===== config.mk =====
export PLATFORM = sky130hd
export DESIGN_NAME = des_iterative_core
export DESIGN_NICKNAME = d
export VERILOG_FILES = /design/src/rtl/des_pkg.sv /design/src/rtl/des_round.sv /design/src/rtl/des_iterative_core.sv
export SDC_FILE = /design/constraint.sdc
export NUM_CORES = 1
export LEC_CHECK = 0
export ABC_AREA = 0
export BUFFER_PORTS_ARGS = -buffer_cell sky130_fd_sc_hd__buf_2
export CORE_AREA = 5 5 74 76
export DETAILED_ROUTE_END_ITERATION = 12
export DIE_AREA = 0 0 79 81
export PLACE_DENSITY = 0.68
export SKIP_LAST_GASP = 1
export SLEW_MARGIN = 15
export SYNTH_ARGS = -nofsm -noshare
export SYNTH_HDL_FRONTEND = slang
export SYNTH_SLANG_ARGS = --single-unit

===== constraint.sdc =====
create_clock -name clk -period 1.68 [get_ports clk]
set_input_delay 0 -clock clk [delete_from_list [all_inputs] [get_ports clk]]
set_output_delay 0 -clock clk [all_outputs]
set_load 0.02 [all_outputs]

===== src/rtl/des_pkg.sv =====
// DES constants: permutation tables, S-boxes, key rotation schedule, FSM encoding
// and the bit-permutation helpers shared by the core and the round module.
package des_pkg;

  localparam int unsigned BLOCK_W = 64;
  localparam int unsigned HALF_W  = 32;
  localparam int unsigned KEY_W   = 56;
  localparam int unsigned CD_W    = 28;
  localparam int unsigned SUBK_W  = 48;
  localparam int unsigned CNT_W   = 4;

  localparam logic [1:0] ST_IDLE = 2'd0;
  localparam logic [1:0] ST_RUN  = 2'd1;
  localparam logic [1:0] ST_DONE = 2'd2;

  // Tables use DES 1-based bit numbering; DES bit n of a W-bit word is vector bit W-n.
  localparam byte unsigned IP_TAB [64] = '{
    58, 50, 42, 34, 26, 18, 10, 2,  60, 52, 44, 36, 28, 20, 12, 4,
    62, 54, 46, 38, 30, 22, 14, 6,  64, 56, 48, 40, 32, 24, 16, 8,
    57, 49, 41, 33, 25, 17,  9, 1,  59, 51, 43, 35, 27, 19, 11, 3,
    61, 53, 45, 37, 29, 21, 13, 5,  63, 55, 47, 39, 31, 23, 15, 7};

  localparam byte unsigned FP_TAB [64] = '{
    40, 8, 48, 16, 56, 24, 64, 32,  39, 7, 47, 15, 55, 23, 63, 31,
    38, 6, 46, 14, 54, 22, 62, 30,  37, 5, 45, 13, 53, 21, 61, 29,
    36, 4, 44, 12, 52, 20, 60, 28,  35, 3, 43, 11, 51, 19, 59, 27,
    34, 2, 42, 10, 50, 18, 58, 26,  33, 1, 41,  9, 49, 17, 57, 25};

  localparam byte unsigned E_TAB [48] = '{
    32,  1,  2,  3,  4,  5,   4,  5,  6,  7,  8,  9,
     8,  9, 10, 11, 12, 13,  12, 13, 14, 15, 16, 17,
    16, 17, 18, 19, 20, 21,  20, 21, 22, 23, 24, 25,
    24, 25, 26, 27, 28, 29,  28, 29, 30, 31, 32,  1};

  localparam byte unsigned P_TAB [32] = '{
    16,  7, 20, 21, 29, 12, 28, 17,   1, 15, 23, 26,  5, 18, 31, 10,
     2,  8, 24, 14, 32, 27,  3,  9,  19, 13, 30,  6, 22, 11,  4, 25};

  localparam byte unsigned PC1_TAB [56] = '{
    57, 49, 41, 33, 25, 17,  9,   1, 58, 50, 42, 34, 26, 18,
    10,  2, 59, 51, 43, 35, 27,  19, 11,  3, 60, 52, 44, 36,
    63, 55, 47, 39, 31, 23, 15,   7, 62, 54, 46, 38, 30, 22,
    14,  6, 61, 53, 45, 37, 29,  21, 13,  5, 28, 20, 12,  4};

  localparam byte unsigned PC2_TAB [48] = '{
    14, 17, 11, 24,  1,  5,   3, 28, 15,  6, 21, 10,
    23, 19, 12,  4, 26,  8,  16,  7, 27, 20, 13,  2,
    41, 52, 31, 37, 47, 55,  30, 40, 51, 45, 33, 48,
    44, 49, 39, 56, 34, 53,  46, 42, 50, 36, 29, 32};

  // Each box is 64 nibbles, entry (row*16+col) at the most significant end first.
  localparam logic [255:0] SBOX [8] = '{
    256'hE4D12FB83A6C5907_0F74E2D1A6CB9538_41E8D62BFC973A50_FC8249175B3EA06D,
    256'hF18E6B34972DC05A_3D47F28EC01A69B5_0E7BA4D158C6932F_D8A13F42B67C05E9,
    256'hA09E63F51DC7B428_D709346A285ECBF1_D6498F30B12C5AE7_1AD069874FE3B52C,
    256'h7DE3069A1285BC4F_D8B56F03472C1AE9_A690CB7DF13E5284_3F06A1D8945BC72E,
    256'h2C417AB6853FD0E9_EB2C47D150FA3986_421BAD78F9C5630E_B8C71E2D6F09A453,
    256'hC1AF92680D34E75B_AF427C9561DE0B38_9EF528C3704A1DB6_432C95FABE17608D,
    256'h4B2EF08D3C975A61_D0B7491AE35C2F86_14BDC37EAF680592_6BD814A7950FE23C,
    256'hD2846FB1A93E50C7_1FD8A374C56B0E92_7B419CE206ADF358_21E74A8DFC90356B};

  localparam logic [1:0] ENC_ROT [16] = '{
    2'd1, 2'd1, 2'd2, 2'd2, 2'd2, 2'd2, 2'd2, 2'd2,
    2'd1, 2'd2, 2'd2, 2'd2, 2'd2, 2'd2, 2'd2, 2'd1};

  localparam logic [1:0] DEC_ROT [16] = '{
    2'd0, 2'd1, 2'd2, 2'd2, 2'd2, 2'd2, 2'd2, 2'd2,
    2'd1, 2'd2, 2'd2, 2'd2, 2'd2, 2'd2, 2'd2, 2'd1};

  function automatic logic [BLOCK_W-1:0] perm_ip(input logic [BLOCK_W-1:0] x);
    logic [BLOCK_W-1:0] y;
    y = '0;
    for (int i = 0; i < 64; i++) y[6'(63 - i)] = x[6'(64 - int'(IP_TAB[6'(i)]))];
    return y;
  endfunction

  function automatic logic [BLOCK_W-1:0] perm_fp(input logic [BLOCK_W-1:0] x);
    logic [BLOCK_W-1:0] y;
    y = '0;
    for (int i = 0; i < 64; i++) y[6'(63 - i)] = x[6'(64 - int'(FP_TAB[6'(i)]))];
    return y;
  endfunction

  function automatic logic [SUBK_W-1:0] perm_e(input logic [HALF_W-1:0] x);
    logic [SUBK_W-1:0] y;
    y = '0;
    for (int i = 0; i < 48; i++) y[6'(47 - i)] = x[5'(32 - int'(E_TAB[6'(i)]))];
    return y;
  endfunction

  function automatic logic [HALF_W-1:0] perm_p(input logic [HALF_W-1:0] x);
    logic [HALF_W-1:0] y;
    y = '0;
    for (int i = 0; i < 32; i++) y[5'(31 - i)] = x[5'(32 - int'(P_TAB[5'(i)]))];
    return y;
  endfunction

  function automatic logic [KEY_W-1:0] perm_pc1(input logic [BLOCK_W-1:0] x);
    logic [KEY_W-1:0] y;
    y = '0;
    for (int i = 0; i < 56; i++) y[6'(55 - i)] = x[6'(64 - int'(PC1_TAB[6'(i)]))];
    return y;
  endfunction

  function automatic logic [SUBK_W-1:0] perm_pc2(input logic [KEY_W-1:0] x);
    logic [SUBK_W-1:0] y;
    y = '0;
    for (int i = 0; i < 48; i++) y[6'(47 - i)] = x[6'(56 - int'(PC2_TAB[6'(i)]))];
    return y;
  endfunction

  // Row is the outer bit pair of each 6-bit group, column the inner four bits.
  function automatic logic [HALF_W-1:0] sbox_sub(input logic [SUBK_W-1:0] x);
    logic [HALF_W-1:0] y;
    logic [5:0]        b;
    logic [5:0]        ent;
    y = '0;
    for (int j = 0; j < 8; j++) begin
      b   = x[6'(47 - 6 * j) -: 6];
      ent = {b[5], b[0], b[4:1]};
      y[5'(31 - 4 * j) -: 4] = SBOX[3'(j)][8'(255 - 4 * int'(ent)) -: 4];
    end
    return y;
  endfunction

  function automatic logic [CD_W-1:0] rot28(input logic [CD_W-1:0] x, input logic [1:0] n,
                                            input logic right);
    logic [CD_W-1:0] y;
    case ({right, n})
      3'b001:  y = {x[26:0], x[27]};
      3'b010:  y = {x[25:0], x[27:26]};
      3'b101:  y = {x[0], x[27:1]};
      3'b110:  y = {x[1:0], x[27:2]};
      default: y = x;
    endcase
    return y;
  endfunction

endpackage


===== src/rtl/des_round.sv =====
// One DES Feistel round together with its key-schedule rotation step.
module des_round
  import des_pkg::*;
(
  input  logic [HALF_W-1:0] l_in,
  input  logic [HALF_W-1:0] r_in,
  input  logic [CD_W-1:0]   c_in,
  input  logic [CD_W-1:0]   d_in,
  input  logic [CNT_W-1:0]  round_idx,
  input  logic              decrypt,
  output logic [HALF_W-1:0] l_out_c,
  output logic [HALF_W-1:0] r_out_c,
  output logic [CD_W-1:0]   c_out_c,
  output logic [CD_W-1:0]   d_out_c
);

  logic [1:0]        rot_amt;
  logic [SUBK_W-1:0] subkey;

  // Decrypt walks the schedule backwards by rotating right from K16.
  always_comb begin
    rot_amt = decrypt ? DEC_ROT[round_idx] : ENC_ROT[round_idx];
    c_out_c = rot28(c_in, rot_amt, decrypt);
    d_out_c = rot28(d_in, rot_amt, decrypt);
    subkey  = perm_pc2({c_out_c, d_out_c});
    l_out_c = r_in;
    r_out_c = l_in ^ perm_p(sbox_sub(perm_e(r_in) ^ subkey));
  end

endmodule


===== src/rtl/des_iterative_core.sv =====
// Iterative DES engine: IDLE/RUN/DONE control around a chain of
// ROUNDS_PER_CYCLE Feistel rounds, with IP/PC-1 on load and swap/FP on completion.
module des_iterative_core
  import des_pkg::*;
#(
  parameter int unsigned ROUNDS_PER_CYCLE = 1
) (
  input  logic               clk,
  input  logic               rst_n,
  input  logic               in_valid,
  output logic               in_ready,
  input  logic               in_decrypt,
  input  logic [BLOCK_W-1:0] in_block,
  input  logic [BLOCK_W-1:0] in_key,
  output logic               out_valid,
  input  logic               out_ready,
  output logic [BLOCK_W-1:0] out_block,
  output logic               busy
);

  if ((ROUNDS_PER_CYCLE != 1) && (ROUNDS_PER_CYCLE != 2) && (ROUNDS_PER_CYCLE != 4) &&
      (ROUNDS_PER_CYCLE != 8) && (ROUNDS_PER_CYCLE != 16)) begin : g_bad_rpc
    $error("des_iterative_core: ROUNDS_PER_CYCLE must be 1, 2, 4, 8 or 16");
  end

  logic [1:0]         state_q, state_d;
  logic [HALF_W-1:0]  l_q, l_d, r_q, r_d;
  logic [CD_W-1:0]    c_q, c_d, d_q, d_d;
  logic [CNT_W-1:0]   cnt_q, cnt_d;
  logic               dec_q, dec_d;
  logic [BLOCK_W-1:0] out_block_q, out_block_d;
  logic               in_ready_q, in_ready_d;
  logic               out_valid_q, out_valid_d;
  logic               busy_q, busy_d;
  logic [CNT_W:0]     cnt_sum;

  logic [HALF_W-1:0]  l_ch [0:ROUNDS_PER_CYCLE];
  logic [HALF_W-1:0]  r_ch [0:ROUNDS_PER_CYCLE];
  logic [CD_W-1:0]    c_ch [0:ROUNDS_PER_CYCLE];
  logic [CD_W-1:0]    d_ch [0:ROUNDS_PER_CYCLE];

  assign l_ch[0] = l_q;
  assign r_ch[0] = r_q;
  assign c_ch[0] = c_q;
  assign d_ch[0] = d_q;

  // Each stage uses the absolute round number so the rotation schedule is cycle-independent.
  for (genvar g = 0; g < ROUNDS_PER_CYCLE; g++) begin : g_round
    des_round u_round (
      .l_in      (l_ch[g]),
      .r_in      (r_ch[g]),
      .c_in      (c_ch[g]),
      .d_in      (d_ch[g]),
      .round_idx (cnt_q + CNT_W'(g)),
      .decrypt   (dec_q),
      .l_out_c   (l_ch[g+1]),
      .r_out_c   (r_ch[g+1]),
      .c_out_c   (c_ch[g+1]),
      .d_out_c   (d_ch[g+1])
    );
  end

  always_comb begin
    state_d     = state_q;
    l_d         = l_q;
    r_d         = r_q;
    c_d         = c_q;
    d_d         = d_q;
    cnt_d       = cnt_q;
    dec_d       = dec_q;
    out_block_d = out_block_q;
    cnt_sum     = {1'b0, cnt_q} + (CNT_W + 1)'(ROUNDS_PER_CYCLE);
    case (state_q)
      ST_IDLE: begin
        if (in_valid) begin
          {l_d, r_d} = perm_ip(in_block);
          {c_d, d_d} = perm_pc1(in_key);
          dec_d      = in_decrypt;
          cnt_d      = '0;
          state_d    = ST_RUN;
        end
      end
      ST_RUN: begin
        l_d   = l_ch[ROUNDS_PER_CYCLE];
        r_d   = r_ch[ROUNDS_PER_CYCLE];
        c_d   = c_ch[ROUNDS_PER_CYCLE];
        d_d   = d_ch[ROUNDS_PER_CYCLE];
        cnt_d = cnt_sum[CNT_W-1:0];
        // Carry out of the counter marks round 16 completing this cycle.
        if (cnt_sum[CNT_W]) begin
          out_block_d = perm_fp({r_ch[ROUNDS_PER_CYCLE], l_ch[ROUNDS_PER_CYCLE]});
          state_d     = ST_DONE;
        end
      end
      ST_DONE: begin
        if (out_ready) state_d = ST_IDLE;
      end
      default: state_d = ST_IDLE;
    endcase
    in_ready_d  = (state_d == ST_IDLE);
    out_valid_d = (state_d == ST_DONE);
    busy_d      = (state_d == ST_RUN) || (state_d == ST_DONE);
  end

  always_ff @(posedge clk or negedge rst_n) begin
    if (!rst_n) begin
      state_q     <= ST_IDLE;
      l_q         <= '0;
      r_q         <= '0;
      c_q         <= '0;
      d_q         <= '0;
      cnt_q       <= '0;
      dec_q       <= 1'b0;
      out_block_q <= '0;
      in_ready_q  <= 1'b1;
      out_valid_q <= 1'b0;
      busy_q      <= 1'b0;
    end else begin
      state_q     <= state_d;
      l_q         <= l_d;
      r_q         <= r_d;
      c_q         <= c_d;
      d_q         <= d_d;
      cnt_q       <= cnt_d;
      dec_q       <= dec_d;
      out_block_q <= out_block_d;
      in_ready_q  <= in_ready_d;
      out_valid_q <= out_valid_d;
      busy_q      <= busy_d;
    end
  end

  assign in_ready  = in_ready_q;
  assign out_valid = out_valid_q;
  assign busy      = busy_q;
  assign out_block = out_block_q;

endmodule


Yosys cells after proc, flatten, opt, wreduce, memory -nomap -nowiden
Cells that the tools add are included.
- eq/ne operators: 5
- reduce and logical (&&, ||, !) cells: 5
- bitwise gates (word level): 0
- divide/modulo/power cells: 0
- muxes and demuxes: 6
- magnitude comparators: 0
- multipliers: 0
- shifts and indexed selects: 0
- add/subtract/negate cells: 1
- operators by type and width (kind ; count):
    $pmux W4 S2 ; 1
    $mux W2 ; 3
    $pmux W2 S3 ; 1
    $add A4 B1 Y5 const B ; 1
    $eq A2 B1 Y1 const B ; 2
    $eq A2 B2 Y1 const B ; 2
    $logic_not A2 Y1 ; 2
    $mux W4 ; 1
    $ne A2 B2 Y1 const B ; 1
    $reduce_and A2 Y1 ; 1
    $reduce_bool A2 Y1 ; 1
    $logic_or A1 B1 Y1 ; 1
- output and inout port bits: 67
- register bits: 9
- memories: 0
- latch bits: 0
- RAM bits: 0
- ROM bits: 0

Depth between registers and ports, before layout
Gate-level depths: netlist (run 1).
- depth in word-level cells: 5
- depth in mapped cells: 5
- mapped depth without buffers: 5

Worst setup path before layout (run 1)
OpenSTA, ideal clock, no wires.
- path type: reg-to-reg
- from: register cnt_q[0]
- to: register busy_q, in the netlist busy
- setup time: 0.126 ns
- path slack: 0.284 ns
- required time: 1.554 ns
- buffers on the path: 0
- cell stages (with the launch flop): 5
- arrival: 1.270 ns
- cell sequence: dfrtp_1 ha_1 and3_2 a21o_1 ha_1
- word-level cells in the longest chain between the ends: 5
- ends and longest elaborated chain (element ; RTL line ; source):
    start: declaration ; des_iterative_core.sv:29 ; logic [CNT_W-1:0] cnt_q, cnt_d;
    start signal: assignment ; des_iterative_core.sv:124 ; cnt_q <= cnt_d;
    $add A4 B1 Y5 * ; des_iterative_core.sv:72 ; cnt_sum = {1'b0, cnt_q} + (CNT_W + 1)'(ROUNDS_PER_CYCLE);
    $mux W2 * ; des_iterative_core.sv:90 ; if (cnt_sum[CNT_W]) begin
    $pmux W2 S3 * ; des_iterative_core.sv:73 ; case (state_q)
    $eq A2 B1 Y1 / $eq A2 B2 Y1 (equally long branches) ; des_iterative_core.sv:102 ; busy_d = (state_d == ST_RUN) || (state_d == ST_DONE);
    $logic_or A1 B1 Y1 * ; des_iterative_core.sv:102 ;
    named net busy_d ; des_iterative_core.sv:34 ; logic busy_q, busy_d;
    end signal: assignment ; des_iterative_core.sv:129 ; busy_q <= busy_d;
    end: declaration ; des_iterative_core.sv:34 ;
Mark *: on every way through the listed nets, which the timed path passes. The rest lies on a longest branch.
A chain may end at the register's enable or synchronous reset.

Worst setup path after layout (run 1)
Ends and elaborated chain as after synthesis.

==> flow_summary.html, run 1 <==
<table>
<tr><th>Metric</th><th>Value</th></tr>
<tr><th colspan="2">Global route</th></tr>
<tr><td>Wire length of the first global-routing pass</td><td>around 1.9 mm</td></tr>
<tr><td>Total congestion overflow after global routing</td><td>0</td></tr>
<tr><td>Maximum number of pins on one net before global-route repair</td><td>10</td></tr>
<tr><td>Aggregate global-route resource usage</td><td>4.13%</td></tr>
<tr><td>Initial antenna violation count</td><td>0</td></tr>
<tr><td>Vias in the first global route</td><td>477</td></tr>
<tr><th colspan="2">Routing</th></tr>
<tr><td>TritonRoute pass-1 iters</td><td>4</td></tr>
<tr><td>Highest routing layer actually used</td><td>met4</td></tr>
<tr><td>Final Routed Wirelength</td><td>between 1 and 1.5 mm</td></tr>
<tr><td>Routed vias</td><td>450</td></tr>
<tr><td>Number of antenna-violating nets in the routed design</td><td>0</td></tr>
<tr><td>DRC viols</td><td>0</td></tr>
<tr><td>Routed wire per std cell</td><td>roughly 8.2 um</td></tr>
<tr><td>Met1 routed wirelength after detailed routing</td><td>roughly 480 um</td></tr>
<tr><td>Vias per inst</td><td>approximately 2.8</td></tr>
<tr><td>Met3 routed WL</td><td>271 um</td></tr>
<tr><td>Met2 WL post-DR</td><td>about 550 um</td></tr>
<tr><td>Number of violations reported at the end of detailed-routing iteration 0</td><td>15</td></tr>
<tr><th colspan="2">Run status</th></tr>
<tr><td>Outcome</td><td>complete, no violations</td></tr>
<tr><th colspan="2">Layout</th></tr>
<tr><td>N_diodes</td><td>0</td></tr>
<tr><td>Growth of design area from synthesis to finish</td><td>-9.46%</td></tr>
<tr><td>Layout cell share with drive strength beyond 1</td><td>13.0%</td></tr>
<tr><td>Post-route non-filler standard cell count</td><td>162</td></tr>
<tr><td>Nets@finish</td><td>roughly 250</td></tr>
<tr><td>Post-route standard cell area excluding fillers</td><td>a little under 800 um^2</td></tr>
<tr><th colspan="2">Placed design</th></tr>
<tr><td>Routability Congestion</td><td>0.596</td></tr>
<tr><td>Count of buffers from port buffering</td><td>6</td></tr>
<tr><td>Instance area after placement</td><td>around 730 um^2</td></tr>
<tr><td>Post-Place Cells</td><td>157</td></tr>
<tr><td>Detailed Place HPWL</td><td>roughly 1.1 mm</td></tr>
<tr><th colspan="2">Yosys</th></tr>
<tr><td>Netlist cell types</td><td>19</td></tr>
<tr><td>Share of cell area taken by muxes after synthesis</td><td>1.29%</td></tr>
<tr><td>Post-synth design cell area</td><td>873 um^2</td></tr>
<tr><td>Number of flops mapped to enable cells by yosys</td><td>0</td></tr>
<tr><td>Seq cells post-synth</td><td>9</td></tr>
<tr><td>Fraction of the mapped netlist area in compound gates</td><td>6.73%</td></tr>
<tr><td>Cell type contributing the most total cell area after synthesis</td><td>sky130_fd_sc_hd__buf_4</td></tr>
<tr><td>Post-synthesis share of cell area spent on full adders, half adders and majority gates</td><td>4.30%</td></tr>
<tr><td>Area contributors post-synth</td><td>sky130_fd_sc_hd__buf_4 55%, sky130_fd_sc_hd__dfrtp_1 23%, sky130_fd_sc_hd__ha_1 4.3%, sky130_fd_sc_hd__dfstp_2 3.0%, sky130_fd_sc_hd__a22o_1 2.0%</td></tr>
<tr><td>Syn_area_per_cell</td><td>around 9 um^2</td></tr>
<tr><td>Most common library cells after synthesis</td><td>64 x sky130_fd_sc_hd__buf_4, 8 x sky130_fd_sc_hd__dfrtp_1, 3 x sky130_fd_sc_hd__ha_1, 3 x sky130_fd_sc_hd__nand2_1</td></tr>
<tr><td>Simple-gate share of the synthesized area</td><td>5.87%</td></tr>
<tr><td>Combinational family with the most area after synthesis</td><td>buffers and inverters</td></tr>
<tr><td>Synthesis Warnings</td><td>0</td></tr>
<tr><td>Most numerous cell in the Yosys netlist</td><td>sky130_fd_sc_hd__buf_4</td></tr>
<tr><td>Cell count after synthesis</td><td>a little under 100</td></tr>
<tr><td>Register area share after synthesis</td><td>between 20% and 30%</td></tr>
<tr><td>Main synth FF type</td><td>sky130_fd_sc_hd__dfrtp_1</td></tr>
<tr><td>Async set or reset register ratio after synthesis</td><td>100%</td></tr>
<tr><td>Share of the synthesized area in the top cell type</td><td>between 50 and 60%</td></tr>
<tr><td>XOR/XNOR Fraction of Synth Area</td><td>0%</td></tr>
<tr><th colspan="2">Floorplanning</th></tr>
<tr><td>Die outline area</td><td>6400 um^2</td></tr>
<tr><td>Floorplan die width</td><td>79 um</td></tr>
<tr><td>Floorplan Core Area</td><td>4660 um^2</td></tr>
<tr><td>Effective utilization at floorplan</td><td>about a fifth</td></tr>
<tr><td>Vert. Die Dim</td><td>81 um</td></tr>
<tr><td>Rows</td><td>25</td></tr>
<tr><td>Ports placed on the boundary</td><td>200</td></tr>
<tr><th colspan="2">Setup path</th></tr>
<tr><td>Kind of start point of the critical path</td><td>flop</td></tr>
<tr><td>Worst setup EP type</td><td>flop</td></tr>
<tr><td>Worst Path Class, Setup</td><td>reg2reg</td></tr>
<tr><td>WP data required</td><td>1.79 ns</td></tr>
<tr><td>Maximum net fanout on the critical path</td><td>4</td></tr>
<tr><td>Worst EP arrival</td><td>~1.6 ns</td></tr>
<tr><th colspan="2">Clock network</th></tr>
<tr><td>Total setup buffers inserted after CTS</td><td>0</td></tr>
<tr><td>CTS H-Tree Depth</td><td>1</td></tr>
<tr><td>CTS tree</td><td>done</td></tr>
<tr><td>Total CTS buffers</td><td>3</td></tr>
<tr><td>Clock tree buffer depth</td><td>2</td></tr>
<tr><td>Cts repair resizes</td><td>0</td></tr>
<tr><td>Worst skew pair latency</td><td>0.23 ns</td></tr>
<tr><td>Clock Tree Root</td><td>sky130_fd_sc_hd__clkbuf_8</td></tr>
<tr><td>Clk pin slew, worst setup/hold paths</td><td>0.05 ns</td></tr>
<tr><td>Clk sinks</td><td>9</td></tr>
<tr><th colspan="2">Timing</th></tr>
<tr><td>Setup repair after global routing missed its margin</td><td>no</td></tr>
<tr><td>Sum Neg Setup Slack</td><td>0 ns</td></tr>
<tr><td>Crit path time final</td><td>1.48 ns</td></tr>
<tr><td>Max Clk Rate</td><td>approximately 0.68 GHz</td></tr>
<tr><td>Final number of setup-violating endpoints</td><td>0</td></tr>
<tr><td>Part of the cycle the worst path needs</td><td>87.9%</td></tr>
<tr><td>Setup skew after layout</td><td>0.00217 ns</td></tr>
<tr><td>Final hold viol count</td><td>0</td></tr>
<tr><td>Number of max-slew violations in the final report</td><td>0</td></tr>
<tr><th colspan="2">Min path</th></tr>
<tr><td>Hold Crit Class</td><td>in2reg</td></tr>
<tr><th colspan="2">Run</th></tr>
<tr><td>Count of max-cap constraint violations</td><td>0</td></tr>
<tr><th colspan="2">Power and ir drop</th></tr>
<tr><td>Worst ir drop on vdd</td><td>268 uV</td></tr>
<tr><td>Cell area power density</td><td>around 1200 nW/um^2</td></tr>
<tr><td>Standby leakage power</td><td>0.454 nW</td></tr>
<tr><td>Tot Pwr</td><td>979 uW</td></tr>
</table>
placed cells by master (no fill, tap or decap):
cell type	instances
sky130_fd_sc_hd__o21a_1	1
sky130_fd_sc_hd__nand2b_1	2
sky130_fd_sc_hd__dlygate4sd3_1	1
sky130_fd_sc_hd__dfstp_2	1
sky130_fd_sc_hd__o21ai_0	2
sky130_fd_sc_hd__inv_1	1
sky130_fd_sc_hd__and3_2	1
sky130_fd_sc_hd__mux2_2	1
sky130_fd_sc_hd__dfrtp_1	8
sky130_fd_sc_hd__nand3_1	2
sky130_fd_sc_hd__o311ai_1	1
sky130_fd_sc_hd__buf_4	1
sky130_fd_sc_hd__buf_2	6
sky130_fd_sc_hd__a21o_1	1
sky130_fd_sc_hd__nor2b_1	1
sky130_fd_sc_hd__ha_1	3
sky130_fd_sc_hd__clkbuf_8	3
sky130_fd_sc_hd__nand2_1	3
sky130_fd_sc_hd__clkinv_2	1
sky130_fd_sc_hd__nor2_1	1
sky130_fd_sc_hd__o21bai_1	1
sky130_fd_sc_hd__a22o_1	2
sky130_fd_sc_hd__conb_1	64
power by group:
| part | internal, mW | total, mW | switching, mW |
|---|---|---|---|
| Combinational | 0.129 | 0.366 | 0.237 |
| Sequential | 0.293 | 0.358 | 0.0646 |
| Clock | 0.162 | 0.255 | 0.0927 |
critical path, cell delays in order, from the launching register on:
cell	delay, ns
sky130_fd_sc_hd__dfrtp_1	0.41
sky130_fd_sc_hd__ha_1	0.22
sky130_fd_sc_hd__and3_2	0.22
sky130_fd_sc_hd__a21o_1	0.21
sky130_fd_sc_hd__ha_1	0.29
final cells by class:
| class | instances | area (um^2) |
|---|---|---|
| clock buffer | 3 | 41.3 |
| clock inverter | 1 | 5.00 |
| fill | 513 | 3870 |
| inverter | 1 | 3.75 |
| multi-input combinational | 86 | 399 |
| sequential | 9 | 226 |
| tap | 54 | 67.6 |
| timing repair buffer | 8 | 47.5 |
final timing paths:
path                            depth (start not counted)            startpoint              endpoint  slack, ns
min in group asynchronous                               2                 rst_n  cnt_q[3]$_DFFE_PN0P_       0.16
worst max-delay path                                    4  cnt_q[0]$_DFFE_PN0P_        busy$_DFF_PN0_       0.20
max in group asynchronous                               2                 rst_n    in_ready$_DFF_PN1_       1.28
worst min register to register                          1  cnt_q[3]$_DFFE_PN0P_  cnt_q[3]$_DFFE_PN0P_       0.54
worst max register to register                          4  cnt_q[0]$_DFFE_PN0P_        busy$_DFF_PN0_       0.20
worst min-delay path                                    2             out_ready  state_q[1]$_DFF_PN0_       0.01
kinds of logic after synthesis:
family                   Yosys count
AO/OA/AOI/OAI                      8
adder cells (fa/ha/maj)            3
AND/OR/NAND/NOR                   10
other                              1
multiplexers                       1
buffers and inverters             65
flip-flops                         9
per-layer routing:
layer | vias to the layer above | track usage (%)
met2 | 52 | 5.72
met3 | 2 | 3.55
met5 | - | 0
li1 | 200 | -
met1 | 196 | 3.95
met4 | 0 | 3.09
flip-flops by register name, indices dropped and copies added, names as in the netlist:
register and count:
busy 1, cnt_q 4, in_ready 1, out_valid 1
state_q 2
through the flow:
step,util [%],worst slack (ns),hold WS (ns)
global route,17.0,0.145,0.0133
detailed placement,15.8,0.203,-0.138
global placement,15.8,0.227,-0.141
finish,17.0,0.203,0.0138
CTS,17.0,0.187,0.0143
floorplan,-,0.284,-0.296
timing repair:
action                                  in CTS  in global routing
endpoints found under the setup margin       0                  0
hold buffers                                 1                  0
hold endpoints to repair                     9                  0
Note: power is estimated with default switching activity, not from simulation.
==> inputs of run 2 (changes only) <==
Settings changed: CORE_AREA 5 5 74 76 to 5 5 75 77, DIE_AREA 0 0 79 81 to 0 0 80 82, PLACE_DENSITY 0.68 to 0.66.
Clock period 1.68 ns to 1.88 ns, I/O delays scaled along.
==> flow_summary.html, run 2 (synthesis gave the netlist of run 1 again) <==
<table>
<tr><th>Metric</th><th>Value</th></tr>
<tr><th colspan="2">Layout</th></tr>
<tr><td>Layout Utilization</td><td>between 10% and 20%</td></tr>
<tr><td>Nets@finish</td><td>244</td></tr>
<tr><td>Biggest regs</td><td>cnt_q (4), state_q (2)</td></tr>
<tr><td>N_diodes</td><td>0</td></tr>
<tr><td>Growth of design area from synthesis to finish</td><td>-8.17%</td></tr>
<tr><td>Largest register FFs</td><td>4</td></tr>
<tr><td>Area of the multi-input gates</td><td>~400 um^2</td></tr>
<tr><td>Layout cell share with drive strength beyond 1</td><td>11.2%</td></tr>
<tr><td>Register name with the most flops</td><td>cnt_q</td></tr>
<tr><td>Commonest cells after routing, fill and taps aside</td><td>64 x sky130_fd_sc_hd__conb_1, 8 x sky130_fd_sc_hd__dfrtp_1, 6 x sky130_fd_sc_hd__buf_2</td></tr>
<tr><td>Most frequent standard cell in the layout excluding fill and tap cells</td><td>sky130_fd_sc_hd__conb_1</td></tr>
<tr><td>Register area</td><td>226 um^2</td></tr>
<tr><td>Filler cells</td><td>between 500 and 600</td></tr>
<tr><th colspan="2">Power and ir drop</th></tr>
<tr><td>Combinational cell fraction of total power</td><td>between 30 and 40%</td></tr>
<tr><td>Fraction of power spent switching nets</td><td>about 39%</td></tr>
<tr><td>Worst ir drop on vdd</td><td>between 200 and 250 uV</td></tr>
<tr><td>Design internal power</td><td>approximately 520 uW</td></tr>
<tr><td>Switching power summed over all nets</td><td>between 300 and 400 uW</td></tr>
<tr><td>Clock Power Share</td><td>26.0%</td></tr>
<tr><td>Share of total power in sequential cells</td><td>37.0%</td></tr>
<tr><td>Tot Pwr</td><td>853 uW</td></tr>
<tr><td>Cell area power density</td><td>approximately 1100 nW/um^2</td></tr>
<tr><td>Standby leakage power</td><td>0.446 nW</td></tr>
<tr><th colspan="2">Timing</th></tr>
<tr><td>Setup repair after global routing missed its margin</td><td>no</td></tr>
<tr><td>Sum Neg Setup Slack</td><td>0 ns</td></tr>
<tr><td>Worst hold slack</td><td>between 0.03 and 0.04 ns</td></tr>
<tr><td>Crit path time final</td><td>1.45 ns</td></tr>
<tr><td>Number of max-slew violations in the final report</td><td>0</td></tr>
<tr><td>Setup skew after layout</td><td>0.00210 ns</td></tr>
<tr><td>Final number of setup-violating endpoints</td><td>0</td></tr>
<tr><td>Part of the cycle the worst path needs</td><td>77.4%</td></tr>
<tr><td>Final hold viol count</td><td>0</td></tr>
<tr><td>Max Clk Rate</td><td>0.688 GHz</td></tr>
<tr><th colspan="2">Routing</th></tr>
<tr><td>Number of antenna-violating nets in the routed design</td><td>0</td></tr>
<tr><td>Routed wire per std cell</td><td>6.66 um</td></tr>
<tr><td>DRC viols</td><td>0</td></tr>
<tr><td>Routed vias</td><td>452</td></tr>
<tr><td>Number of violations reported at the end of detailed-routing iteration 0</td><td>2</td></tr>
<tr><td>TritonRoute pass-1 iters</td><td>2</td></tr>
<tr><td>Vias per inst</td><td>2.55</td></tr>
<tr><td>Final Routed Wirelength</td><td>roughly 1.2 mm</td></tr>
<tr><th colspan="2">Run status</th></tr>
<tr><td>Outcome</td><td>complete, no violations</td></tr>
<tr><th colspan="2">Clock network</th></tr>
<tr><td>Clk sinks</td><td>9</td></tr>
<tr><td>Clock tree buffer depth</td><td>2</td></tr>
<tr><td>Worst skew pair latency</td><td>0.23 ns</td></tr>
<tr><td>Clk pin slew, worst setup/hold paths</td><td>0.04 ns</td></tr>
<tr><td>Total CTS buffers</td><td>3</td></tr>
<tr><td>Total setup buffers inserted after CTS</td><td>0</td></tr>
<tr><td>CTS H-Tree Depth</td><td>1</td></tr>
<tr><td>Clock Tree Root</td><td>sky130_fd_sc_hd__clkbuf_8</td></tr>
<tr><td>CTS tree</td><td>done</td></tr>
<tr><th colspan="2">Setup path</th></tr>
<tr><td>Maximum net fanout on the critical path</td><td>4</td></tr>
<tr><td>Worst Path Class, Setup</td><td>reg2reg</td></tr>
<tr><td>Worst setup EP type</td><td>flop</td></tr>
<tr><td>Worst EP arrival</td><td>1.57 ns</td></tr>
<tr><td>R2R Setup Slk</td><td>0.43 ns</td></tr>
<tr><td>WP data required</td><td>1.99 ns</td></tr>
<tr><td>Kind of start point of the critical path</td><td>flop</td></tr>
<tr><th colspan="2">Floorplanning</th></tr>
<tr><td>Vert. Die Dim</td><td>just over 80 um</td></tr>
<tr><td>Floorplan Core Area</td><td>4940 um^2</td></tr>
<tr><td>Effective utilization at floorplan</td><td>17.7%</td></tr>
<tr><td>Floorplan die width</td><td>80 um</td></tr>
<tr><td>Rows</td><td>26</td></tr>
<tr><td>Die outline area</td><td>~6600 um^2</td></tr>
<tr><td>Ports placed on the boundary</td><td>200</td></tr>
<tr><th colspan="2">Global route</th></tr>
<tr><td>Vias in the first global route</td><td>roughly 430</td></tr>
<tr><td>Wire length of the first global-routing pass</td><td>1.66 mm</td></tr>
<tr><td>Total congestion overflow after global routing</td><td>0</td></tr>
<tr><td>Initial antenna violation count</td><td>0</td></tr>
<tr><td>Maximum number of pins on one net before global-route repair</td><td>10</td></tr>
<tr><td>Aggregate global-route resource usage</td><td>~3.3%</td></tr>
<tr><th colspan="2">Run</th></tr>
<tr><td>Count of max-cap constraint violations</td><td>0</td></tr>
<tr><th colspan="2">Placed design</th></tr>
<tr><td>Routability Congestion</td><td>0.602</td></tr>
<tr><td>Count of buffers from port buffering</td><td>6</td></tr>
<tr><td>Detailed Place HPWL</td><td>1.01 mm</td></tr>
<tr><th colspan="2">Min path</th></tr>
<tr><td>Hold Crit Class</td><td>in2reg</td></tr>
</table>
## run 2: cell count changes in the layout (fill, tap and decap cells not counted), sizes merged
| cell | before | now |
|---|---|---|
| clkinv | 1 | 0 |
| buf | 7 | 6 |
| clkbuf | 3 | 4 |
## run 2: worst max-delay path, stage by stage, from the launching register on
cell and delay [ns]:
sky130_fd_sc_hd__dfrtp_1 0.40, sky130_fd_sc_hd__ha_1 0.22, sky130_fd_sc_hd__and3_2 0.22, sky130_fd_sc_hd__a21o_1 0.21
sky130_fd_sc_hd__ha_1 0.29
## run 2: cell type report
cell class                      count  share of cell area, %
Multi-Input combinational cell     86                   49.8
Sequential cell                     9                   28.2
Tap cell                           70                   10.9
Clock buffer                        4                   5.62
Timing Repair Buffer                7                   4.99
Inverter                            1                  0.468
## run 2: per-stage QoR
step | area, um^2 | worst slack, ns | instances
2_1_floorplan | 1110 | 0.484 | 160
3_3_place_gp | 747 | 0.431 | 172
3_5_place_dp | 747 | 0.426 | 172
4_1_cts | 802 | 0.416 | 177
5_1_grt | 802 | 0.321 | 177
6_report | 802 | 0.426 | 177
## run 2: path summary, 6_finish.rpt
kind	start	cells past startpoint	endpoint
max in group asynchronous	rst_n	2	in_ready$_DFF_PN1_
min in group asynchronous	rst_n	2	cnt_q[0]$_DFFE_PN0P_
worst min register to register	cnt_q[0]$_DFFE_PN0P_	1	cnt_q[0]$_DFFE_PN0P_
worst min-delay path	out_ready	2	state_q[1]$_DFF_PN0_
worst max register to register	cnt_q[0]$_DFFE_PN0P_	4	busy$_DFF_PN0_
worst max-delay path	cnt_q[0]$_DFFE_PN0P_	4	busy$_DFF_PN0_
## run 2: repair_timing
action	4_1_cts	5_1_grt
endpoints found under the hold margin	9	0
hold buffers	1	0
resized for setup	0	0
## run 2: layer usage
metal | part of all wire (%) | vias up | routed length (um) | GRT usage (%)
met5 | 0 | - | 0 | 0
met4 | 2.3 | 0 | 27 | 2.53
met3 | 22 | 3 | 254 | 1.54
met2 | 41 | 52 | 480 | 4.47
met1 | 35 | 198 | 417 | 4.08
li1 | - | 199 | - | -
## run 2: power by group through the flow
stage	registers, mW	logic [mW]	clock network (mW)
global placement	0.315	0.309	0
floorplan	0.319	0.362	0
global route	0.329	0.358	0.242
finish	0.315	0.316	0.222
CTS	0.316	0.317	0.228
detailed placement	0.319	0.312	0
==> inputs of run 3 (changes only) <==
Settings changed: CORE_AREA 5 5 75 77 to 5 5 74 76, DIE_AREA 0 0 80 82 to 0 0 79 81, PLACE_DENSITY 0.66 to 0.68.
Clock period 1.88 ns to 1.51 ns, I/O delays scaled along.
==> flow_summary.html, run 3 (synthesis gave the netlist of run 1 again) <==
<table>
<tr><th>Metric</th><th>Value</th></tr>
<tr><th colspan="2">Global route</th></tr>
<tr><td>Total congestion overflow after global routing</td><td>0</td></tr>
<tr><td>Initial antenna violation count</td><td>0</td></tr>
<tr><td>Aggregate global-route resource usage</td><td>3.85%</td></tr>
<tr><td>Vias in the first global route</td><td>434</td></tr>
<tr><td>Maximum number of pins on one net before global-route repair</td><td>10</td></tr>
<tr><td>Wire length of the first global-routing pass</td><td>1.84 mm</td></tr>
<tr><th colspan="2">Routing</th></tr>
<tr><td>DRC viols</td><td>0</td></tr>
<tr><td>TritonRoute pass-1 iters</td><td>4</td></tr>
<tr><td>Vias per inst</td><td>around 2.8</td></tr>
<tr><td>Routed wire per std cell</td><td>8.37 um</td></tr>
<tr><td>Final Routed Wirelength</td><td>1.36 mm</td></tr>
<tr><td>Number of violations reported at the end of detailed-routing iteration 0</td><td>15</td></tr>
<tr><td>Number of antenna-violating nets in the routed design</td><td>0</td></tr>
<tr><td>Routed vias</td><td>about 460</td></tr>
<tr><th colspan="2">Clock network</th></tr>
<tr><td>Clk sinks</td><td>9</td></tr>
<tr><td>Worst skew pair latency</td><td>0.23 ns</td></tr>
<tr><td>Total CTS buffers</td><td>3</td></tr>
<tr><td>Cts repair resizes</td><td>0</td></tr>
<tr><td>CTS H-Tree Depth</td><td>1</td></tr>
<tr><td>Clock Tree Root</td><td>sky130_fd_sc_hd__clkbuf_8</td></tr>
<tr><td>CTS tree</td><td>done</td></tr>
<tr><td>Total setup buffers inserted after CTS</td><td>0</td></tr>
<tr><td>Clock tree buffer depth</td><td>2</td></tr>
<tr><td>Clk pin slew, worst setup/hold paths</td><td>0.05 ns</td></tr>
<tr><th colspan="2">Setup path</th></tr>
<tr><td>Biggest cell delay along the critical path</td><td>0.40 ns</td></tr>
<tr><td>Crit-path slowest cell</td><td>sky130_fd_sc_hd__dfrtp_1</td></tr>
<tr><td>Worst EP arrival</td><td>1.59 ns</td></tr>
<tr><td>Worst Path Class, Setup</td><td>reg2reg</td></tr>
<tr><td>Worst setup EP type</td><td>flop</td></tr>
<tr><td>Timing startpoint of the critical path</td><td>cnt_q[1]$_DFFE_PN0P_</td></tr>
<tr><td>Reg2Reg Launch Point</td><td>cnt_q[1]$_DFFE_PN0P_</td></tr>
<tr><td>Maximum net fanout on the critical path</td><td>3</td></tr>
<tr><td>WP data required</td><td>1.61 ns</td></tr>
<tr><td>Kind of start point of the critical path</td><td>flop</td></tr>
<tr><td>Cell type with the highest occurrence count on the critical path</td><td>sky130_fd_sc_hd__ha_1</td></tr>
<tr><td>Sequence of cells on the critical path</td><td>ha_1 -&gt; and3_2 -&gt; a21o_1 -&gt; ha_1</td></tr>
<tr><th colspan="2">Placed design</th></tr>
<tr><td>Pre-CTS worst setup slack</td><td>0.0548 ns</td></tr>
<tr><td>Instance area after placement</td><td>742 um^2</td></tr>
<tr><td>Count of buffers from port buffering</td><td>6</td></tr>
<tr><td>Routability Congestion</td><td>0.618</td></tr>
<tr><td>Detailed Place HPWL</td><td>1.18 mm</td></tr>
<tr><th colspan="2">Timing</th></tr>
<tr><td>Post-route setup slack</td><td>0.0242 ns</td></tr>
<tr><td>Setup skew after layout</td><td>around 0.0044 ns</td></tr>
<tr><td>Setup repair after global routing missed its margin</td><td>no</td></tr>
<tr><td>Crit path time final</td><td>1.49 ns</td></tr>
<tr><td>Part of the cycle the worst path needs</td><td>a little over nine tenths</td></tr>
<tr><td>Final hold viol count</td><td>0</td></tr>
<tr><td>Max Clk Rate</td><td>0.673 GHz</td></tr>
<tr><td>Sum Neg Setup Slack</td><td>0 ns</td></tr>
<tr><td>Number of max-slew violations in the final report</td><td>0</td></tr>
<tr><td>Final number of setup-violating endpoints</td><td>0</td></tr>
<tr><th colspan="2">Layout</th></tr>
<tr><td>Largest register FFs</td><td>4</td></tr>
<tr><td>N_diodes</td><td>0</td></tr>
<tr><td>Register name with the most flops</td><td>cnt_q</td></tr>
<tr><td>Post-route standard cell area excluding fillers</td><td>797 um^2</td></tr>
<tr><td>Nets@finish</td><td>246</td></tr>
<tr><td>Biggest regs</td><td>cnt_q (4), state_q (2)</td></tr>
<tr><td>Most frequent standard cell in the layout excluding fill and tap cells</td><td>sky130_fd_sc_hd__conb_1</td></tr>
<tr><td>Layout cell share with drive strength beyond 1</td><td>12.8%</td></tr>
<tr><td>Growth of design area from synthesis to finish</td><td>-8.74%</td></tr>
<tr><td>Commonest cells after routing, fill and taps aside</td><td>64 x sky130_fd_sc_hd__conb_1, 8 x sky130_fd_sc_hd__dfrtp_1, 6 x sky130_fd_sc_hd__buf_2</td></tr>
<tr><th colspan="2">Floorplanning</th></tr>
<tr><td>Ports placed on the boundary</td><td>200</td></tr>
<tr><td>Effective utilization at floorplan</td><td>18.7%</td></tr>
<tr><td>Die outline area</td><td>6400 um^2</td></tr>
<tr><td>Floorplan Core Area</td><td>4660 um^2</td></tr>
<tr><td>Rows</td><td>25</td></tr>
<tr><td>Floorplan die width</td><td>between 70 and 80 um</td></tr>
<tr><td>Vert. Die Dim</td><td>slightly above 80 um</td></tr>
<tr><th colspan="2">Min path</th></tr>
<tr><td>Hold Crit Class</td><td>in2reg</td></tr>
<tr><td>Hold_sp</td><td>out_ready</td></tr>
<tr><th colspan="2">Power and ir drop</th></tr>
<tr><td>Worst ir drop on vdd</td><td>297 uV</td></tr>
<tr><td>Cell area power density</td><td>1410 nW/um^2</td></tr>
<tr><td>Standby leakage power</td><td>0.456 nW</td></tr>
<tr><th colspan="2">Run status</th></tr>
<tr><td>Outcome</td><td>complete, no violations</td></tr>
<tr><th colspan="2">Run</th></tr>
<tr><td>Count of max-cap constraint violations</td><td>0</td></tr>
</table>
run 3: cell count changes in the layout (fill, tap and decap cells not counted), sizes merged:
cell	before	now
buf	6	8
run 3: path summary, 6_finish.rpt:
path,to,slack (ns),depth (start not counted)
max,busy$_DFF_PN0_,0.02,4
min,state_q[1]$_DFF_PN0_,0.03,2
max reg2reg,busy$_DFF_PN0_,0.02,4
min reg2reg,cnt_q[3]$_DFFE_PN0P_,0.56,1
max in group asynchronous,in_ready$_DFF_PN1_,1.10,2
min in group asynchronous,cnt_q[0]$_DFFE_PN0P_,0.16,2
run 3: where the power goes:
| part | leakage (nW) | total [mW] | switching [mW] | internal, mW |
|---|---|---|---|---|
| combinational | 0.328 | 0.450 | 0.287 | 0.162 |
| clock | 0.0228 | 0.273 | 0.0896 | 0.183 |
| sequential | 0.105 | 0.398 | 0.0715 | 0.326 |
run 3: timing repair:
| item | CTS | global route |
|---|---|---|
| setup endpoints to repair | 0 | 0 |
| endpoints found under the hold margin | 9 | 0 |
| hold buffers | 1 | 0 |
run 3: worst max-delay path, delay by kind of cell (launching register included):
kind / cells / cell delay [ns]
and+or+nand+nor: 1 / 0.22
adders and majority gates: 2 / 0.51
DFF: 1 / 0.40
AOI/OAI and AO/OA: 1 / 0.22
run 3: final cells by class:
cell class | count | area [um^2]
Clock buffer | 4 | 45.0
Timing Repair Buffer | 9 | 55.1
Fill cell | 514 | 3860
Inverter | 1 | 3.75
Tap cell | 54 | 67.6
Sequential cell | 9 | 226
Multi-Input combinational cell | 86 | 399
run 3: through the flow:
stage               hold slack [ns]  power, mW  utilization, %  cells
floorplan                    -0.296      0.848               -    160
global placement             -0.143      0.807            15.9    158
detailed placement           -0.138      0.837            15.9    158
CTS                          0.0316       1.13            17.1    163
global route                 0.0664       1.20            17.1    163
finish                       0.0255       1.12            17.1    163
run 3: layer usage:
metal	vias to the layer above	track usage (%)	part of all wire, %
met1	204	4.34	33
met2	54	5.39	43
met3	2	2.99	23
li1	204	-	-
met4	0	1.55	0.95
met5	-	0	0
